File: config.mk
export PLATFORM = sky130hd
export DESIGN_NAME = demux_dispatch_flat
export DESIGN_NICKNAME = d
export VERILOG_FILES = /design/src/rtl/demux_dispatch_if.sv /design/src/rtl/demux_dispatch.sv /design/src/flat_wrapper.sv
export SDC_FILE = /design/constraint.sdc
export NUM_CORES = 1
export LEC_CHECK = 0
export CAP_MARGIN = 20
export CORE_ASPECT_RATIO = 1.4
export CORE_UTILIZATION = 49
export DETAILED_ROUTE_END_ITERATION = 8
export GPL_TIMING_DRIVEN = 0
export PLACE_DENSITY = 0.76
export REMOVE_ABC_BUFFERS = 1
export SLEW_MARGIN = 20
export SYNTH_ARGS = -nofsm -noshare
export SYNTH_HDL_FRONTEND = slang
export SYNTH_SLANG_ARGS = --single-unit
export TNS_END_PERCENT = 30
File: constraint.sdc
create_clock -name clk -period 2.6 [get_ports clk]
set_input_delay 0.52 -clock clk [delete_from_list [all_inputs] [get_ports clk]]
set_output_delay 0.52 -clock clk [all_outputs]
set_load 0.02 [all_outputs]
File: src/rtl/demux_dispatch_if.sv
`default_nettype none
// ============================================================================
// Module      : demux_dispatch_if
// Description : Bundles the demux_dispatch word streams. One valid/ready
//               input stream carries a word and a destination address.
//               Four valid/ready output channels each present their head
//               word.
//
//               Signals (the slave modport shows the dispatcher's view):
//                 in_valid   producer offers a word
//                 in_ready   dispatcher accepts it this cycle
//                 in_addr    destination channel 0..3
//                 in_data    the word, WIDTH bits
//                 in_bcast   push to all channels (DEMUX_BROADCAST_EN only)
//                 out_valid  bit k: channel k head valid
//                 out_ready  bit k: channel k consumer takes its head
//                 out_data0..3  head word of each channel
//                 busy       any channel holds a word
//
//               Optional feature macro: DEMUX_BROADCAST_EN
// Revision    : 1.0 - initial release
// ============================================================================
interface demux_dispatch_if #(
    parameter int WIDTH = 16
);
    logic             in_valid;
    logic             in_ready;
    logic [1:0]       in_addr;
    logic [WIDTH-1:0] in_data;
`ifdef DEMUX_BROADCAST_EN
    logic             in_bcast;
`endif
    logic [3:0]       out_valid;
    logic [3:0]       out_ready;
    logic [WIDTH-1:0] out_data0;
    logic [WIDTH-1:0] out_data1;
    logic [WIDTH-1:0] out_data2;
    logic [WIDTH-1:0] out_data3;
    logic             busy;

    // Dispatcher side
    modport slave (
`ifdef DEMUX_BROADCAST_EN
        input  in_bcast,
`endif
        input  in_valid,
        input  in_addr,
        input  in_data,
        input  out_ready,
        output in_ready,
        output out_valid,
        output out_data0,
        output out_data1,
        output out_data2,
        output out_data3,
        output busy
    );

    // Producer / consumer side
    modport master (
`ifdef DEMUX_BROADCAST_EN
        output in_bcast,
`endif
        output in_valid,
        output in_addr,
        output in_data,
        output out_ready,
        input  in_ready,
        input  out_valid,
        input  out_data0,
        input  out_data1,
        input  out_data2,
        input  out_data3,
        input  busy
    );
endinterface
`default_nettype wire

File: src/rtl/demux_dispatch.sv
`default_nettype none
// ============================================================================
// Module      : demux_dispatch
// Description : Routes one valid/ready word stream to one of four output
//               channels, selected by a 2-bit address. Each channel owns a
//               2-entry FIFO, so a stalled consumer only blocks words aimed
//               at its own channel.
//
//               Ports:
//                 clk    single clock, all state on the rising edge
//                 rst_n  synchronous reset, active low
//                 bus    demux_dispatch_if.slave (see interface header)
//
//               Optional feature macro: DEMUX_BROADCAST_EN
//                 When defined, in_bcast=1 pushes an accepted word into all
//                 four FIFOs at once and in_addr is ignored. The word is
//                 accepted only when no FIFO is full.
// Revision    : 1.0 - initial release
// ============================================================================
module demux_dispatch #(
    parameter int WIDTH = 16
) (
    input  wire logic        clk,
    input  wire logic        rst_n,
    demux_dispatch_if.slave  bus
);

    localparam logic [1:0] c_cnt_full  = 2'd2;
    localparam logic [1:0] c_cnt_empty = 2'd0;

    logic [3:0]       w_full;
    logic [3:0]       w_nonempty;
    logic [3:0]       w_push;
    logic [3:0]       w_pop;
    logic [WIDTH-1:0] w_head [4];
    logic             w_ready;
    logic             w_accept;

    // ------------------------------------------------------------------
    // Input acceptance. Ready depends only on registered counts and the
    // reset, so no combinational path exists from out_ready to in_ready.
    // ------------------------------------------------------------------
`ifdef DEMUX_BROADCAST_EN
    assign w_ready = rst_n && (bus.in_bcast ? (w_full == 4'b0000)
                                            : !w_full[bus.in_addr]);
`else
    assign w_ready = rst_n && !w_full[bus.in_addr];
`endif

    assign w_accept = bus.in_valid && w_ready;

    // ------------------------------------------------------------------
    // Per-channel 2-entry FIFO
    // ------------------------------------------------------------------
    for (genvar k = 0; k < 4; k++) begin : g_ch
        logic [1:0]       r_cnt;
        logic             r_rd_ptr;
        logic             r_wr_ptr;
        logic [WIDTH-1:0] r_mem [2];
        logic             w_sel;

`ifdef DEMUX_BROADCAST_EN
        assign w_sel = bus.in_bcast || (bus.in_addr == 2'(k));
`else
        assign w_sel = (bus.in_addr == 2'(k));
`endif

        assign w_full[k]     = (r_cnt == c_cnt_full);
        assign w_nonempty[k] = (r_cnt != c_cnt_empty);
        assign w_push[k]     = w_accept && w_sel;
        // A pop needs a valid head, so an empty FIFO never pops even
        // when a same-edge push is filling it.
        assign w_pop[k]      = w_nonempty[k] && bus.out_ready[k];
        assign w_head[k]     = r_mem[r_rd_ptr];

        always_ff @(posedge clk) begin
            if (!rst_n) begin
                r_cnt    <= c_cnt_empty;
                r_rd_ptr <= 1'b0;
                r_wr_ptr <= 1'b0;
                r_mem[0] <= '0;
                r_mem[1] <= '0;
            end else begin
                if (w_push[k]) begin
                    r_mem[r_wr_ptr] <= bus.in_data;
                    r_wr_ptr        <= ~r_wr_ptr;
                end
                if (w_pop[k]) begin
                    r_rd_ptr <= ~r_rd_ptr;
                end
                // Push into a full FIFO is blocked by ready, so the
                // count never leaves 0..2.
                case ({w_push[k], w_pop[k]})
                    2'b10:   r_cnt <= r_cnt + 2'd1;
                    2'b01:   r_cnt <= r_cnt - 2'd1;
                    default: r_cnt <= r_cnt;
                endcase
            end
        end
    end

    // ------------------------------------------------------------------
    // Outputs, all taken from registered state
    // ------------------------------------------------------------------
    assign bus.in_ready  = w_ready;
    assign bus.out_valid = w_nonempty;
    assign bus.busy      = |w_nonempty;
    assign bus.out_data0 = w_head[0];
    assign bus.out_data1 = w_head[1];
    assign bus.out_data2 = w_head[2];
    assign bus.out_data3 = w_head[3];

endmodule
`default_nettype wire
File: src/flat_wrapper.sv
// flat-port wrapper written by rule: the top's interface ports become plain ports
module demux_dispatch_flat 
#(
    parameter int WIDTH = 16
)
  (clk, rst_n, bus_in_valid, bus_in_addr, bus_in_data, bus_out_ready, bus_in_ready, bus_out_valid, bus_out_data0, bus_out_data1, bus_out_data2, bus_out_data3, bus_busy);
  demux_dispatch_if #(.WIDTH(WIDTH)) bus_i ();
  input  wire logic clk;
  input  wire logic rst_n;
  input wire logic [$bits(bus_i.in_valid)-1:0] bus_in_valid;
  input wire logic [$bits(bus_i.in_addr)-1:0] bus_in_addr;
  input wire logic [$bits(bus_i.in_data)-1:0] bus_in_data;
  input wire logic [$bits(bus_i.out_ready)-1:0] bus_out_ready;
  output wire logic [$bits(bus_i.in_ready)-1:0] bus_in_ready;
  output wire logic [$bits(bus_i.out_valid)-1:0] bus_out_valid;
  output wire logic [$bits(bus_i.out_data0)-1:0] bus_out_data0;
  output wire logic [$bits(bus_i.out_data1)-1:0] bus_out_data1;
  output wire logic [$bits(bus_i.out_data2)-1:0] bus_out_data2;
  output wire logic [$bits(bus_i.out_data3)-1:0] bus_out_data3;
  output wire logic [$bits(bus_i.busy)-1:0] bus_busy;
  assign bus_i.in_valid = bus_in_valid;
  assign bus_i.in_addr = bus_in_addr;
  assign bus_i.in_data = bus_in_data;
  assign bus_i.out_ready = bus_out_ready;
  assign bus_in_ready = bus_i.in_ready;
  assign bus_out_valid = bus_i.out_valid;
  assign bus_out_data0 = bus_i.out_data0;
  assign bus_out_data1 = bus_i.out_data1;
  assign bus_out_data2 = bus_i.out_data2;
  assign bus_out_data3 = bus_i.out_data3;
  assign bus_busy = bus_i.busy;
  demux_dispatch #(.WIDTH(WIDTH)) u_core (.clk(clk), .rst_n(rst_n), .bus(bus_i));
endmodule
==> impl_metrics.py <==
metrics = {
    "cts": {
        "numCtsBuffers": 17,
        "clockBufferDepth": 2,
        "root_buffer": "clkbuf_16",
        "clock-sinks": 148,
        "clk_latency_ns": 0.41,
        "cts_tree": "done",
        "cts_setup_buffers": 0,
        "cts_hold_buf": 0,
        "post_cts_resized": 14,
        "cts_htree_levels": 4,
        "path_clk_slew_ns": 0.06,
    },
    "layout": {
        "final-seq-area_um2": 4249,
        "final_layout_size_suffix_gt1_share_pct": 21.75,
        "syn_to_final_growth_pct": 27.33,
        "fin_cells": 739,
        "fillCellCount": 986,
        "multi_input_area_um2": 2241,
        "diodes": 0,
        "nets": 577,
    },
    "grt": {
        "grt_pass1_wl_um": 20900,
        "grt_max_degree": 19,
        "met2_usage_pct": 36.09,
        "grtUsageMet1_pct": 24.02,
        "grt_pass1_vias": 3906,
        "grt_overflow": 0,
        "antenna_found_initial": 0,
        "use_met3_pct": 5.876,
        "grt.total_usage_pct": 20.95,
        "busiest_layer": "met2",
    },
    "floorplanning": {
        "start_util_pct": 50.83,
        "die-area_um2": 13960,
        "fp.dieW_um": 100.1,
        "core.rowCount": 49,
        "core-area_um2": 13000,
        "io_pins": 95,
        "die_h_um": 139.4,
    },
    "sta": {
        "fmax_mhz": 398.7,
        "timing_hold_violations_final": 0,
        "fin_crit_sh_pct": 96.46,
        "setup_violations": 0,
        "worstMarginPinSlew_ns": 0.8761,
        "setup_ws_ns": 0.09211,
        "rsz0062_at_grt": "false",
        "slew_violations": 0,
        "skew_ns": 0.006525,
        "layout_min_cycle_time_ns": 2.508,
        "relSlewSlack_pct": 41.27,
    },
    "synth": {
        "synthFlopType": "edfxtp_1",
        "synth.avg_cell_area_um2": 14.55,
        "synth.top_cell.area_share_pct": 58.18,
        "synthCells": 454,
        "ys_top_cells_by_count": "and2_1 (128), edfxtp_1 (128), mux2_2 (64)",
        "synth_cell_types": 38,
        "synth-seq-area-share_pct": 64.24,
        "yosys_warnings": 0,
        "synth.area.top_cells": "edfxtp_1 (58%), and2_1 (12%), mux2_2 (11%), dfxtp_1 (6.1%), xnor2_1 (1.1%)",
        "synth_edf_count": 128,
        "async_flop_share_pct": 0,
        "synth_largest_area_cell": "edfxtp_1",
        "syn-cell-area_um2": 6606,
        "synth_seq_cells": 148,
    },
    "critical_path": {
        "end_kind": "flop",
        "startpoint_type": "input pin",
        "cp.required_ns": 2.66,
        "startpoint": "bus_in_valid",
        "arrival_ns": 2.57,
        "worstPathMaxFanout": 17,
        "timing.rr.start": "u_core.g_ch[2].r_cnt[0]",
        "crit_type": "input pin to flop",
    },
    "placement": {
        "place_hpwl_um": 9007,
        "gp_congestion": 0.7327,
        "dp_slack_ns": -1.067,
        "dp_cells": 707,
        "portBuffers": 94,
    },
    "routing": {
        "via_per_inst": 5.146,
        "wl_per_cell_um": 18.63,
        "ant_nets": 0,
        "drt_iter0_drc": 185,
        "post-route-drc-count": 0,
        "wirelength_um": 13760,
        "num_vias": 3803,
        "drtPass1Iterations": 4,
    },
    "run_status": {
        "status": "finished, final reports clean",
    },
    "worst_hold_path": {
        "hold_start": "u_core.g_ch[2].r_rd_ptr",
        "hold_class": "flop to flop",
    },
    "power": {
        "power_mw": 6.385,
        "power_density_nw_per_um2": 759.0,
        "ir_worst_vdd_v": 0.0004334,
        "p_leak_nw": 3.154,
    },
    "flow_run": {
        "maxCapViolCount": 0,
    },
}
==> worst paths after layout <==
kind,to,slack [ns],cells after the start
setup / recovery,u_core.g_ch[2].r_mem[1][2],0.09,4
hold / removal,flop,0.52,2
setup reg to reg,u_core.g_ch[2].r_mem[1][2],0.48,3
hold reg to reg,flop,0.52,2
==> area by class of cell <==
type	count	share of cell area (%)
timing repair buffer	98	11.74
tap	178	2.648
inverter	1	0.05950
sequential	148	50.51
clock inverter	10	2.648
clock buffer	22	5.756
multi-input combinational	282	26.64
==> worst max-delay path, cell delays in order <==
cell and delay [ns]:
clkdlybuf4s50_1 0.59, nand3_4 0.15, nor4b_4 0.77, nand2b_2 0.53
==> routing by layer <==
layer | part of all wire [%] | wire (µm)
met3 | 4.4 | 605
met4 | 3.0 | 417
met1 | 38 | 5238
met2 | 55 | 7502
met5 | 0 | 0
==> cell families after synthesis <==
logic type / count (synthesis) / share of synthesized area [%]
muxes: 68 / 11.76
DFF: 148 / 64.24
buffers and inverters: 24 / 2.216
AOI/OAI and AO/OA: 18 / 1.553
adders and majority gates: 4 / 0.7576
and+or+nand+nor: 180 / 17.88
xor gates and xnor gates: 12 / 1.591
==> through the flow <==
stage | cell area [µm²] | utilization, % | hold slack, ns | TNS [ns]
after floorplan | 6464 | - | 0.4747 | -0.8623
after global placement | 7627 | 58.68 | 0.4877 | -148.88
after detailed placement | 7687 | 59.15 | 0.5095 | -101.35
after CTS | 8406 | 64.67 | 0.5229 | -0.02333
after global routing | 8412 | 64.72 | 0.5427 | 0
final | 8412 | 64.72 | 0.5181 | 0
==> power by group <==
group | internal [mW] | switching (mW) | total, mW
combinational | 0.364 | 0.376 | 0.741
clock | 1.99 | 0.878 | 2.87
sequential | 2.69 | 0.0810 | 2.78
==> placed cells by master (no fill, tap or decap), types with 2 or more instances in the layout <==
| cell type | synthesis | final |
|---|---|---|
| and2_1 | 128 | 128 |
| edfxtp_1 | 128 | 128 |
| clkdlybuf4s50_1 | 0 | 89 |
| mux2_2 | 64 | 64 |
| clkbuf_16 | 0 | 17 |
| dfxtp_1 | 20 | 16 |
| nor2_1 | 13 | 13 |
| xnor2_1 | 8 | 8 |
| bufinv_16 | 0 | 7 |
| or3_1 | 5 | 5 |
| o21ai_0 | 9 | 5 |
| o21a_1 | 4 | 4 |
| or2_2 | 4 | 4 |
| nand2b_2 | 0 | 4 |
| o21ai_2 | 0 | 4 |
| nand2_1 | 4 | 4 |
| xor2_1 | 4 | 4 |
| a21oi_1 | 4 | 4 |
| ha_1 | 4 | 4 |
| dfxtp_2 | 0 | 4 |
| clkbuf_8 | 0 | 4 |
| buf_6 | 5 | 4 |
| nor2b_1 | 3 | 3 |
| nand2b_1 | 7 | 3 |
| mux2i_1 | 3 | 3 |
| and3_1 | 2 | 2 |
| nor4b_4 | 2 | 2 |
| clkinv_2 | 0 | 2 |
| clkinv_1 | 1 | 2 |
| dlygate4sd2_1 | 0 | 2 |
==> flip-flops by register name (all words and copies together) (netlist names), named ones only <==
register,cells
u_core.g_ch.r_mem,128
u_core.g_ch.r_cnt,8
u_core.g_ch.r_rd_ptr,4
u_core.g_ch.r_wr_ptr,4
Note: power is estimated with default switching activity, not from simulation.
